$ cat config.mk
export PLATFORM = sky130hd
export DESIGN_NAME = clk_freq_meter
export DESIGN_NICKNAME = d
export VERILOG_FILES = /design/src/rtl/clk_freq_meter_pkg.sv /design/src/rtl/freq_meter_ch.sv /design/src/rtl/clk_freq_meter.sv
export SDC_FILE = /design/constraint.sdc
export NUM_CORES = 1
export LEC_CHECK = 0
export ABC_CLOCK_PERIOD_IN_PS = 4500
export BUFFER_PORTS_ARGS = -buffer_cell sky130_fd_sc_hd__buf_2
export CORE_UTILIZATION = 32
export DETAILED_ROUTE_END_ITERATION = 8
export HOLD_SLACK_MARGIN = 0.03
export PLACE_DENSITY = 0.51
export SYNTH_ARGS = -nofsm -noshare
export SYNTH_HDL_FRONTEND = slang
export SYNTH_SLANG_ARGS = --single-unit
$ cat constraint.sdc
create_clock -name clk -period 4.5 [get_ports clk]
set_clock_uncertainty 0.05 [all_clocks]
set_input_delay 0.45 -clock clk [delete_from_list [all_inputs] [get_ports clk]]
set_output_delay 0.45 -clock clk [all_outputs]
set_load 0.02 [all_outputs]
$ cat src/rtl/clk_freq_meter_pkg.sv
// clk_freq_meter_pkg: shared FSM encoding, channel count and default gate length for the frequency meter.
package clk_freq_meter_pkg;

    typedef enum logic [1:0] {
        IDLE  = 2'd0,
        GATE  = 2'd1,
        LATCH = 2'd2
    } state_t;

    localparam int NUM_CH = 4;
    localparam logic [31:0] DEF_GATE_CYCLES = 32'd50_000_000;

endpackage

$ cat src/rtl/freq_meter_ch.sv
// freq_meter_ch: one channel - synchronizer, rising-edge detect, saturating edge counter with sticky overflow.
module freq_meter_ch #(
    parameter int CNT_W       = 32,
    parameter int SYNC_STAGES = 2
) (
    input  logic             clk,
    input  logic             rst_n,
    input  logic             sig,
    input  logic             clr,
    input  logic             load1,
    output logic [CNT_W-1:0] count,
    output logic             ovf
);

    logic [SYNC_STAGES-1:0] sync;
    logic                   prev;
    logic                   rise;

    assign rise = sync[SYNC_STAGES-1] & ~prev;

    always_ff @(posedge clk) begin
        if (!rst_n) begin
            sync  <= '0;
            prev  <= 1'b0;
            count <= '0;
            ovf   <= 1'b0;
        end else begin
            sync <= {sync[SYNC_STAGES-2:0], sig};
            prev <= sync[SYNC_STAGES-1];
            if (clr) begin
                count <= '0;
                ovf   <= 1'b0;
            end else if (load1) begin
                // an edge seen while results are latched opens the next window
                count <= CNT_W'(rise);
                ovf   <= 1'b0;
            end else if (rise) begin
                if (&count) ovf <= 1'b1;
                else count <= count + CNT_W'(1);
            end
        end
    end

endmodule

$ cat src/rtl/clk_freq_meter.sv
// clk_freq_meter: four-channel edge counter over a fixed clk gate window, with latched results and a read mux.
module clk_freq_meter
    import clk_freq_meter_pkg::*;
#(
    parameter logic [31:0] GATE_CYCLES = DEF_GATE_CYCLES,
    parameter int          CNT_W       = 32,
    parameter int          SYNC_STAGES = 2
) (
    input  logic             clk,
    input  logic             rst_n,
    input  logic             en,
    input  logic [3:0]       sig_in,
    input  logic [1:0]       rd_sel,
    output logic [CNT_W-1:0] rd_data,
    output logic             rd_ovf,
    output logic             meas_valid,
    output logic             busy
);

    state_t             state, next;
    logic [31:0]        gate_cnt;
    logic [CNT_W-1:0]   cnt [NUM_CH];
    logic [CNT_W-1:0]   res [NUM_CH];
    logic [NUM_CH-1:0]  ovf, ovf_res;
    logic               clr, load1, last;

    for (genvar i = 0; i < NUM_CH; i++) begin : g_ch
        freq_meter_ch #(
            .CNT_W       (CNT_W),
            .SYNC_STAGES (SYNC_STAGES)
        ) u_ch (
            .clk   (clk),
            .rst_n (rst_n),
            .sig   (sig_in[i]),
            .clr   (clr),
            .load1 (load1),
            .count (cnt[i]),
            .ovf   (ovf[i])
        );
    end

    always_comb begin
        next  = state;
        clr   = 1'b0;
        load1 = 1'b0;
        last  = gate_cnt == GATE_CYCLES - 32'd1;
        case (state)
            IDLE: begin
                clr = 1'b1;
                if (en) next = GATE;
            end
            GATE: begin
                if (!en) begin
                    next = IDLE;
                    clr  = 1'b1;
                end else if (last) begin
                    next = LATCH;
                end
            end
            LATCH: begin
                load1 = 1'b1;
                next  = en ? GATE : IDLE;
            end
            default: next = IDLE;
        endcase
    end

    always_ff @(posedge clk) begin
        if (!rst_n) begin
            state      <= IDLE;
            gate_cnt   <= '0;
            meas_valid <= 1'b0;
            ovf_res    <= '0;
            for (int i = 0; i < NUM_CH; i++) res[i] <= '0;
        end else begin
            state      <= next;
            gate_cnt   <= (state == GATE && next == GATE) ? gate_cnt + 32'd1 : '0;
            meas_valid <= state == LATCH;
            if (load1) begin
                ovf_res <= ovf;
                for (int i = 0; i < NUM_CH; i++) res[i] <= cnt[i];
            end
        end
    end

    assign busy    = state != IDLE;
    assign rd_data = res[rd_sel];
    assign rd_ovf  = ovf_res[rd_sel];

endmodule

Word-level counts from Yosys, hierarchy flattened. Memories as Yosys holds them, arrays and structs flattened. Cells that the tools add are included.

Bits in registers: 183. Bits in writable memories: 128. Output and inout bits: 35. Memories: 1. Input port bits: 9. Logic and storage cells: 112.

Memory list: res (words 4, width 32, rd ports 1, clocked after Yosys merged registers in 0, write ports 4, RTL line clk_freq_meter.sv:23) `logic [CNT_W-1:0] res [NUM_CH];`.

Muxes and demuxes: 30. Order comparisons: 1. Bitwise gates (word level): 17. Reductions and logical operators: 26. Add/sub/neg operators: 5. Equality and inequality tests: 8.

Operator list (number): 32-bit by 1-bit adder with 32-bit output, second input constant (5); 33-bit AND reduction (4); 32-bit two-way mux (4); 32-bit AND reduction (4); 32-bit by 26-bit equality test with 1-bit output, second input constant (1); 1-bit two-way mux (20); 2-bit AND reduction (9); 2-bit nonzero test (5); 1-bit NOT (9); 2-bit two-way mux (3); 2-bit inequality test, second input constant (3); 2-bit one-hot mux with 3 select lines (1); 1-bit bitwise AND (4); 2-bit by 1-bit equality test with 1-bit output, second input constant (2); 1-bit bitwise OR (4); 2-bit by 3-bit < comparator with 1-bit output, second input constant (1); 3-bit OR reduction (1); 1-bit binary-select mux with 2-bit select (1); 2-bit equality test, second input constant (1); 2-bit zero test (1); 2-bit by 1-bit inequality test with 1-bit output, second input constant (1); 1-bit one-hot mux with 2 select lines (1); 2-bit OR reduction (1); 1-bit logical AND (1).

Logic depth before layout (Yosys ltp). Gate-level depths: netlist of run 1.

Word-level depth: 7. Gate-level depth with buffers: 8. Gate-level depth less buffers: 6.

Cells and area by module. From an unflattened synthesis of run 1, not the netlist that was laid out.

Cell total of the unflattened synthesis: 1427. Area, all modules: 14913.1 um2.

By module, submodules not included: clk_freq_meter (times used 1, area an instance 7358.3 um2, cells an instance 535, seq. area each 4624.4 um2); freq_meter_ch at g_ch[0].u_ch ... (times used 3, area an instance 1923.1 um2, cells an instance 229, seq. area each 720.7 um2); freq_meter_ch at g_ch[3].u_ch (times used 1, area an instance 1785.5 um2, cells an instance 205, seq. area each 720.7 um2).

Worst setup path after synthesis of run 1. Ideal clock, no wire load.

Path kind: input to register. Start: in rst_n. End: mem res[0][0], enable pin. Stages on the path: 3. Setup slack: 0.355 ns. Buffers on the path: 2. Data required time: 3.338 ns. Setup time: 1.112 ns. Data arrival time: 2.983 ns. Cells stage by stage: clkbuf_1 -> clkbuf_1 -> nand2_1.

RTL lines: from (decl) (RTL line clk_freq_meter.sv:10) `input logic rst_n,`; to (decl) (RTL line clk_freq_meter.sv:23).

Worst setup path after layout of run 1.
Start: reg g_ch[2].u_ch.count[0]. End: reg g_ch[2].u_ch.count[5].

Word-level cells in the longest chain between the ends: 3. Elaborated cells on any way between the ends: 4. Those cells by class: add/sub (1); bitwise (1); reduce/logical (2).

Ends and longest elaborated chain: from (decl) (RTL line freq_meter_ch.sv:11) `output logic [CNT_W-1:0] count,`; from (signal assigned) (RTL line freq_meter_ch.sv:35) `count <= CNT_W'(rise);`; from (signal assigned) (RTL line freq_meter_ch.sv:39) `else count <= count + CNT_W'(1);`; parallel branches: the longest is 3 deep, another holds 32-bit by 1-bit adder with 32-bit output.

Parallel ways; which one is timed is not known. A chain may end at the register's enable or synchronous reset.

==> flow_metrics.env, run 1 <==
export IMPL_fin_nets=1390
export IMPL_htreeDepth=2
export IMPL_synth_cell_types=72
export IMPL_dp_cells=1929
export IMPL_vias=10700
export IMPL_cts_resized=0
export IMPL_final_util_pct=36.6
export IMPL_synthFlopType="dfxtp_1"
export IMPL_cts_buffers=37
export IMPL_clkSlewWorstSetupHoldPaths_ns=0.06
export IMPL_r2r_slack_ns=1.75
export IMPL_core_area_um2=44200
export IMPL_fin_hold_ws_ns=0.0701
export IMPL_io_buffer_count=43
export IMPL_wl_per_cell_um=18.6
export IMPL_r2r_cells=6
export IMPL_ctsHoldBuffers=0
export IMPL_synth_edf_count=128
export IMPL_crit_required_ns=4.83
export IMPL_cts_tree="yes"
export IMPL_postRouteAntennaNets=0
export IMPL_grt_pass1_vias=10100
export IMPL_maxSlewViolCount=0
export IMPL_synth_most_common_cell="dfxtp_1"
export IMPL_synth_seq_cells=311
export IMPL_startpoint="g_ch[2].u_ch.count[0]"
export IMPL_grt_max_degree=120
export IMPL_die_area_um2=45700
export IMPL_postCtsSetupBuffers=0
export IMPL_tns_ns=0
export IMPL_multiInputGateArea_um2=6420
export IMPL_clockRootBuffer="clkbuf_16"
export IMPL_grt_overflow=0
export IMPL_hold_depth=2
export IMPL_rows=77
export IMPL_rsz0062_at_grt="false"
export IMPL_fill_cells=4346
export IMPL_synth_area_per_cell_um2=10.5
export IMPL_start_util_pct=32.4
export IMPL_whs_endpoint="g_ch[0].u_ch.sync[0]"
export IMPL_pin_count=44
export IMPL_regArea_um2=7510
export IMPL_totalPowerFinal_w=0.00615
export IMPL_synth_area_leader_cell="edfxtp_1"
export IMPL_fmax_mhz=364
export IMPL_crit_fanout=24
export IMPL_wirelength_um=37100
export IMPL_viasPerCell=5.35
export IMPL_status="finished clean"
export IMPL_post_route_period_util_pct=61.0
export IMPL_synth_area_leaders="edfxtp_1 27%, dfxtp_1 26%, and3_1 6.3%"
export IMPL_arrival_ns=3.08
export IMPL_die_h_um=214
export IMPL_cts_sinks=311
export IMPL_netlist_instances=1364
export IMPL_layout_cells_non_filler=1996
export IMPL_synth_nets=1378
export IMPL_clkLatencyLatePin_ns=0.55
export IMPL_grtUsageTotal_pct=16.5
export IMPL_hold_path_startpoint="sig_in[0]"
export IMPL_synth_common_cells="183 x dfxtp_1, 144 x and3_1, 128 x edfxtp_1"
export IMPL_hp_class="in2reg"
export IMPL_hpwlAfterDp_um=24700
export IMPL_yosysWarnings=0
export IMPL_diodes=0
export IMPL_hold_viol=0
export IMPL_worst_setup_path_start_kind="flip-flop"
export IMPL_drcViolationCount=0
export IMPL_powerDensity_nw_per_um2=380
export IMPL_ir_worst_vdd_mv=0.233
export IMPL_drtIter0Drc=774
export IMPL_fin_crit_ns=2.75
export IMPL_criticalPathCategory="reg2reg"
export IMPL_grt_first_pass_wirelength_um=58500
export IMPL_setup_viol=0
export IMPL_slew_headroom_pct=28.5
export IMPL_post_synth_top_area_fraction_pct=26.8
export IMPL_seq_area_frac_synth_pct=52.3
export IMPL_die_w_um=214
export IMPL_leakagePower_nw=5.46
export IMPL_cts_buffer_depth=3
export IMPL_synth_area_um2=14300
export IMPL_antenna_found_initial=0
export IMPL_worstReg2RegStart="g_ch[2].u_ch.count[0]"
export IMPL_maxCapViolCount=0
export IMPL_endpoint_kind="flip-flop"
export IMPL_worstReg2RegEnd="g_ch[2].u_ch.count[5]"
export IMPL_drive_gt1_share_pct=12.7
export IMPL_async_flop_share_pct=0
export IMPL_tightest_slew_ns=1.07
export IMPL_syn_to_final_growth_pct=13.0
export IMPL_gp_congestion=0.791
export IMPL_firstDrtPassIters=5
==> flip-flops by register name (all words and copies together) (netlist names) <==
signal / count
g_ch.u_ch.prev: 4
meas_valid: 1
g_ch.u_ch.sync: 8
g_ch.u_ch.ovf: 4
g_ch.u_ch.count: 128
ovf_res: 4
res: 128
state: 2
gate_cnt: 32
==> area by class of cell <==
cell class / count / share of cell area, %
flip-flops and latches: 311 / 46.3
multi-input cells: 955 / 39.6
clock buffers: 50 / 6.47
well taps: 592 / 4.57
repair buffers: 52 / 1.84
clock inverters: 17 / 0.749
inverters: 19 / 0.440
==> worst max path at each step <==
stage                                        to  slack [ns]  cells after the start
after CTS                            rd_data[9]        1.69                      4
after global routing      g_ch[2].u_ch.count[3]        1.50                      6
after floorplan                       res[0][0]        0.35                      3
after detailed placement             rd_data[9]        1.69                      4
final                     g_ch[2].u_ch.count[5]        1.75                      6
after global placement               rd_data[2]        1.71                      4
==> kinds of logic after synthesis <==
| logic type | after synthesis | synth area share (%) |
|---|---|---|
| xor+xnor | 48 | 2.93 |
| mux | 35 | 5.32 |
| flops | 311 | 52.3 |
| buf+inv | 98 | 3.02 |
| compound gates | 239 | 10.1 |
| fa+ha+maj | 5 | 0.436 |
| simple gates | 628 | 25.9 |
==> routing by layer <==
layer	routed length, um	share of wire (%)	up-vias	GRT usage (%)
met1	17400	47	5206	22.3
met4	832	2.2	0	5.22
met2	17600	47	187	27.1
met3	1220	3.3	55	2.55
met5	0	0	-	0
li1	-	-	5223	-
==> placed cells by master (no fill, tap or decap), types with 26 or more instances in the layout <==
cell type,n
and3_1,144
xnor2_1,26
o21ai_0,67
clkbuf_16,40
nand4_1,56
nor2_1,76
edfxtp_1,128
nand2_1,88
a21oi_1,92
or4_1,31
nand3_1,50
or3_1,69
mux4_2,33
buf_2,42
dfxtp_1,183
==> metrics by stage <==
stage / setup WS [ns] / cell area, um^2
floorplan: 0.355 / 14300
global placement: 1.71 / 15000
detailed placement: 1.69 / 15000
CTS: 1.69 / 16200
global route: 1.50 / 16200
finish: 1.75 / 16200
==> report_power, final <==
part / internal, W / switching [W] / leakage (nW)
Clock: 0.00170 / 0.00120 / 0.565
Combinational: 0.0000805 / 0.000148 / 2.20
Sequential: 0.00299 / 0.0000288 / 2.69
==> critical path, stage by stage, from the launching register on <==
cell and delay [ns]:
dfxtp_1 0.50, ha_1 0.27, nand4_1 0.25, or2_2 0.40, nor4_4 0.81, or4_2 0.26, a21oi_1 0.07
(Power assumes the default switching activity.)
==> inputs of run 2 (changes only) <==
- ABC_CLOCK_PERIOD_IN_PS: 4500 -> 2300
- PLACE_DENSITY: 0.51 -> 0.52
- clock period: 4.5 -> 2.3 ns (I/O delays scaled with it)
==> flow_metrics.env, run 2 (synthesized netlist as in run 1, its figures left out) <==
export IMPL_worst_setup_path_start_kind="flip-flop"
export IMPL_grtUsageTotal_pct=16.6
export IMPL_met1_usage_pct=23.3
export IMPL_fill_cells=4311
export IMPL_setup_viol=0
export IMPL_place_area_um2=15600
export IMPL_use_met3_pct=2.62
export IMPL_cts_buffers=36
export IMPL_place_ws_ns=0.0831
export IMPL_multiInputGateArea_um2=6460
export IMPL_criticalPathCategory="reg2reg"
export IMPL_arrival_ns=2.57
export IMPL_maxCapViolCount=0
export IMPL_drtIter0Drc=650
export IMPL_clockRootBuffer="clkbuf_16"
export IMPL_cts_sinks=311
export IMPL_rows=77
export IMPL_layout_cells_non_filler=2066
export IMPL_pin_count=44
export IMPL_crit_fanout=6
export IMPL_drcViolationCount=0
export IMPL_io_buffer_count=43
export IMPL_firstDrtPassIters=5
export IMPL_core_area_um2=44200
export IMPL_rsz0062_at_grt="false"
export IMPL_final_common_cell="dfxtp_1"
export IMPL_dp_cells=1991
export IMPL_clkLatencyLatePin_ns=0.54
export IMPL_antenna_found_initial=1
export IMPL_slew_headroom_pct=61.6
export IMPL_die_h_um=214
export IMPL_leakagePower_nw=5.88
export IMPL_syn_to_final_growth_pct=18.3
export IMPL_hold_viol=0
export IMPL_powerDensity_nw_per_um2=733
export IMPL_htreeDepth=2
export IMPL_drive_gt1_share_pct=17.0
export IMPL_clkSlewWorstSetupHoldPaths_ns=0.06
export IMPL_final_area_um2=17000
export IMPL_grt_max_degree=141
export IMPL_mostFrequentLayoutCells="180 x dfxtp_1, 144 x and3_1, 128 x edfxtp_1, 92 x a21oi_1, 88 x nand2_1"
export IMPL_viasPerCell=5.32
export IMPL_ir_worst_vdd_mv=0.498
export IMPL_fin_hold_ws_ns=0.386
export IMPL_wirelength_um=37200
export IMPL_grt_overflow=0
export IMPL_gp_congestion=0.834
export IMPL_fin_nets=1461
export IMPL_status="finished clean"
export IMPL_post_route_period_util_pct=93.8
export IMPL_grt_pass1_vias=10500
export IMPL_crit_required_ns=2.72
export IMPL_die_area_um2=45700
export IMPL_hp_class="reg2reg"
export IMPL_use_met2_pct=26.4
export IMPL_cts_buffer_depth=3
export IMPL_wl_per_cell_um=18.0
export IMPL_hold_path_startpoint="g_ch[1].u_ch.sync[0]"
export IMPL_maxSlewViolCount=0
export IMPL_grt_first_pass_wirelength_um=59200
export IMPL_tns_ns=0
export IMPL_layout_top_registers="g_ch.u_ch.count x128, res x128, gate_cnt x32"
export IMPL_fin_crit_ns=2.16
export IMPL_vias=11000
export IMPL_fin_ws_ns=0.143
export IMPL_hpwlAfterDp_um=25200
export IMPL_regArea_um2=7510
export IMPL_worstReg2RegStart="g_ch[1].u_ch.count[14]"
export IMPL_endpoint_kind="flip-flop"
export IMPL_startpoint="g_ch[1].u_ch.count[14]"
export IMPL_die_w_um=214
export IMPL_cts_tree="yes"
export IMPL_globalRoute_busiestLayer="met2"
export IMPL_postRouteAntennaNets=0
export IMPL_start_util_pct=32.4
export IMPL_tightest_slew_ns=0.573
export IMPL_fmax_mhz=464
-- run 2: changes by cell type in the layout (fill, tap and decap cells not counted), sizes merged --
cell         change
buf             +63
dlygate4sd3      +9
bufinv           +6
clkbuf           -6
clkinv           -3
clkinvlp         -1
diode            +1
inv              +1
-- run 2: stage by stage --
| stage | utilization [%] | total power (W) |
|---|---|---|
| floorplan | - | 0.00632 |
| global placement | 35.3 | 0.00653 |
| detailed placement | 35.3 | 0.00653 |
| CTS | 38.3 | 0.0126 |
| global route | 38.4 | 0.0128 |
| finish | 38.4 | 0.0124 |
-- run 2: worst paths after layout --
check / endpoint / slack (ns) / depth (start not counted)
max: g_ch[1].u_ch.count[26] / 0.14 / 6
min: g_ch[1].u_ch.sync[1] / 0.39 / 1
max reg2reg: g_ch[1].u_ch.count[26] / 0.14 / 6
min reg2reg: g_ch[1].u_ch.sync[1] / 0.39 / 1
-- run 2: cell type report --
cell class / count / area share, %
Sequential cell: 311 / 44.3
Multi-Input combinational cell: 955 / 38.0
Timing Repair Buffer: 124 / 5.66
Clock buffer: 44 / 5.54
Tap cell: 592 / 4.36
Clock inverter: 20 / 1.71
Inverter: 19 / 0.420
Antenna cell: 1 / 0.0147
-- run 2: per-layer routing --
layer / vias to the layer above / share of wire (%)
met3: 60 / 4.1
met5: - / 0.035
met1: 5374 / 48
li1: 5374 / -
met2: 190 / 46
met4: 2 / 2.2
-- run 2: power by group --
group	leakage, nW	switching (W)	internal, W	total [W]
combinational	2.60	0.000306	0.000191	0.000496
sequential	2.69	0.0000618	0.00586	0.00592
clock	0.596	0.00232	0.00371	0.00602
total	5.88	0.00268	0.00975	0.0124
-- run 2: critical path: stages (launching register included) --
cell	delay, ns
dfxtp_1	0.41
nand4_1	0.29
buf_4	0.26
nor4_4	0.36
nand3_1	0.24
or3_1	0.35
a21oi_1	0.13
-- run 2: what timing repair did --
item	4_1_cts	5_1_grt
hold buffers	9	0
resized for setup	0	9
setup buffers	0	1
hold endpoints to repair	11	0
endpoints found under the setup margin	0	16
==> inputs of run 3 (changes only) <==
- PLACE_DENSITY: 0.52 -> 0.51
==> flow_metrics.env, run 3 (synthesized netlist as in run 1, its figures left out) <==
export IMPL_drive_gt1_share_pct=16.5
export IMPL_final_common_cell="dfxtp_1"
export IMPL_cts_sinks=311
export IMPL_maxCapViolCount=0
export IMPL_io_buffer_count=43
export IMPL_cp_cell_sequence="nand4_1 > buf_4 > nor3_2 > nand3_2 > or4_1 > a21oi_1"
export IMPL_grtUsageTotal_pct=16.9
export IMPL_gp_congestion=0.815
export IMPL_status="finished clean"
export IMPL_r2r_cells=6
export IMPL_clkLatencyLatePin_ns=0.53
export IMPL_clockRootBuffer="clkbuf_16"
export IMPL_vias=11000
export IMPL_tns_ns=0
export IMPL_grt_pass1_vias=10700
export IMPL_worst_setup_path_start_kind="flip-flop"
export IMPL_die_h_um=214
export IMPL_core_area_um2=44200
export IMPL_multiInputGateArea_um2=6460
export IMPL_layout_top_registers="g_ch.u_ch.count x128, res x128, gate_cnt x32"
export IMPL_setup_viol=0
export IMPL_crit_family="simple AND/OR/NAND/NOR gates"
export IMPL_crit_path_end="g_ch[0].u_ch.count[30]"
export IMPL_powerDensity_nw_per_um2=709
export IMPL_power_share_clock_pct=46.3
export IMPL_cp_slowest_cell="dfxtp_1"
export IMPL_die_area_um2=45700
export IMPL_fmax_mhz=455
export IMPL_postRouteAntennaNets=0
export IMPL_maxSlewViolCount=0
export IMPL_power_frac_seq_pct=49.6
export IMPL_crit_required_ns=2.71
export IMPL_grt_overflow=0
export IMPL_fin_crit_ns=2.20
export IMPL_fill_cells=4346
export IMPL_hold_viol=0
export IMPL_p_sw_w=0.00271
export IMPL_regArea_um2=7510
export IMPL_crit_fanout=9
export IMPL_leakagePower_nw=5.83
export IMPL_slew_headroom_pct=56.5
export IMPL_syn_to_final_growth_pct=17.3
export IMPL_max_stage_delay_ns=0.47
export IMPL_antenna_found_initial=0
export IMPL_hp_class="reg2reg"
export IMPL_wirelength_um=38000
export IMPL_htreeDepth=2
export IMPL_firstDrtPassIters=5
export IMPL_r2r_slack_ns=0.10
export IMPL_hpwlAfterDp_um=25800
export IMPL_startpoint="g_ch[0].u_ch.count[11]"
export IMPL_endpoint_kind="flip-flop"
export IMPL_cts_tree="yes"
export IMPL_mostFrequentLayoutCells="183 x dfxtp_1, 144 x and3_1, 128 x edfxtp_1, 92 x a21oi_1, 88 x nand2_1"
export IMPL_arrival_ns=2.60
export IMPL_diodes=0
export IMPL_worstReg2RegEnd="g_ch[0].u_ch.count[30]"
export IMPL_p_comb_share_pct=4.1
export IMPL_die_w_um=214
export IMPL_drtIter0Drc=812
export IMPL_ir_worst_vdd_mv=0.535
export IMPL_swShare_pct=22.7
export IMPL_cts_buffer_depth=3
export IMPL_drcViolationCount=0
export IMPL_p_int_w=0.00922
export IMPL_wl_per_cell_um=18.4
export IMPL_post_route_period_util_pct=95.5
export IMPL_grt_max_degree=112
export IMPL_start_util_pct=32.4
export IMPL_clkSlewWorstSetupHoldPaths_ns=0.06
export IMPL_pin_count=44
export IMPL_worstReg2RegStart="g_ch[0].u_ch.count[11]"
export IMPL_cp_depth=6
export IMPL_rows=77
export IMPL_worst_path_buf_inv=1
export IMPL_rsz0062_at_grt="false"
export IMPL_fin_nets=1455
export IMPL_viasPerCell=5.32
export IMPL_criticalPathCategory="reg2reg"
export IMPL_cts_buffers=37
export IMPL_grt_first_pass_wirelength_um=60300
export IMPL_tightest_slew_ns=0.652
export IMPL_fin_hold_ws_ns=0.382
==> run 3: per-stage QoR <==
stage | area [um^2] | worst slack (ns) | total power (W) | cells | utilization [%]
finish | 16800 | 0.103 | 0.0119 | 2061 | 38.0
global route | 16800 | 0.00548 | 0.0124 | 2061 | 38.0
CTS | 16800 | 0.0226 | 0.0121 | 2060 | 38.0
detailed placement | 15600 | -0.161 | 0.00652 | 1986 | 35.2
global placement | 15600 | -0.177 | 0.00652 | 1986 | 35.2
floorplan | 14400 | 0.173 | 0.00632 | 1364 | -
==> run 3: power groups by stage <==
stage / logic (W) / clock network (W) / registers (W)
CTS: 0.000498 / 0.00568 / 0.00592
floorplan: 0.000319 / 0 / 0.00600
global placement: 0.000487 / 0 / 0.00603
global route: 0.000527 / 0.00590 / 0.00593
detailed placement: 0.000490 / 0 / 0.00603
finish: 0.000488 / 0.00553 / 0.00592
==> run 3: routing by layer <==
metal,wire [um],track usage (%),part of all wire (%)
met1,18100,23.3,48
met4,941,5.17,2.5
met3,1350,2.48,3.6
met2,17600,27.4,46
met5,0,0,0
==> run 3: how the worst min path moves through the flow <==
| stage | from | end | slack, ns | cells after the start |
|---|---|---|---|---|
| 3_3_place_gp | g_ch[1].u_ch.sync[0] | g_ch[1].u_ch.sync[1] | 0.37 | 1 |
| 2_1_floorplan | sig_in[0] | g_ch[0].u_ch.sync[0] | 0.31 | 1 |
| 3_5_place_dp | g_ch[0].u_ch.sync[0] | g_ch[0].u_ch.sync[1] | 0.37 | 1 |
| 5_1_grt | g_ch[0].u_ch.sync[0] | g_ch[0].u_ch.sync[1] | 0.40 | 1 |
| 4_1_cts | g_ch[0].u_ch.sync[0] | g_ch[0].u_ch.sync[1] | 0.39 | 1 |
| 6_report | g_ch[0].u_ch.sync[0] | g_ch[0].u_ch.sync[1] | 0.38 | 1 |
==> run 3: layout make-up <==
class | instances | area share [%]
clock buffers | 52 | 6.20
clock inverters | 15 | 0.528
inverters | 19 | 0.424
multi-input cells | 955 | 38.4
flip-flops and latches | 311 | 44.6
well taps | 592 | 4.40
repair buffers | 117 | 5.43
==> run 3: repair_timing <==
item	CTS	global route
endpoints found under the hold margin	6	0
hold buffers	6	0
pin swaps	1	4
buffers inserted	1	1
setup endpoints to repair	5	21
resized for setup	2	3
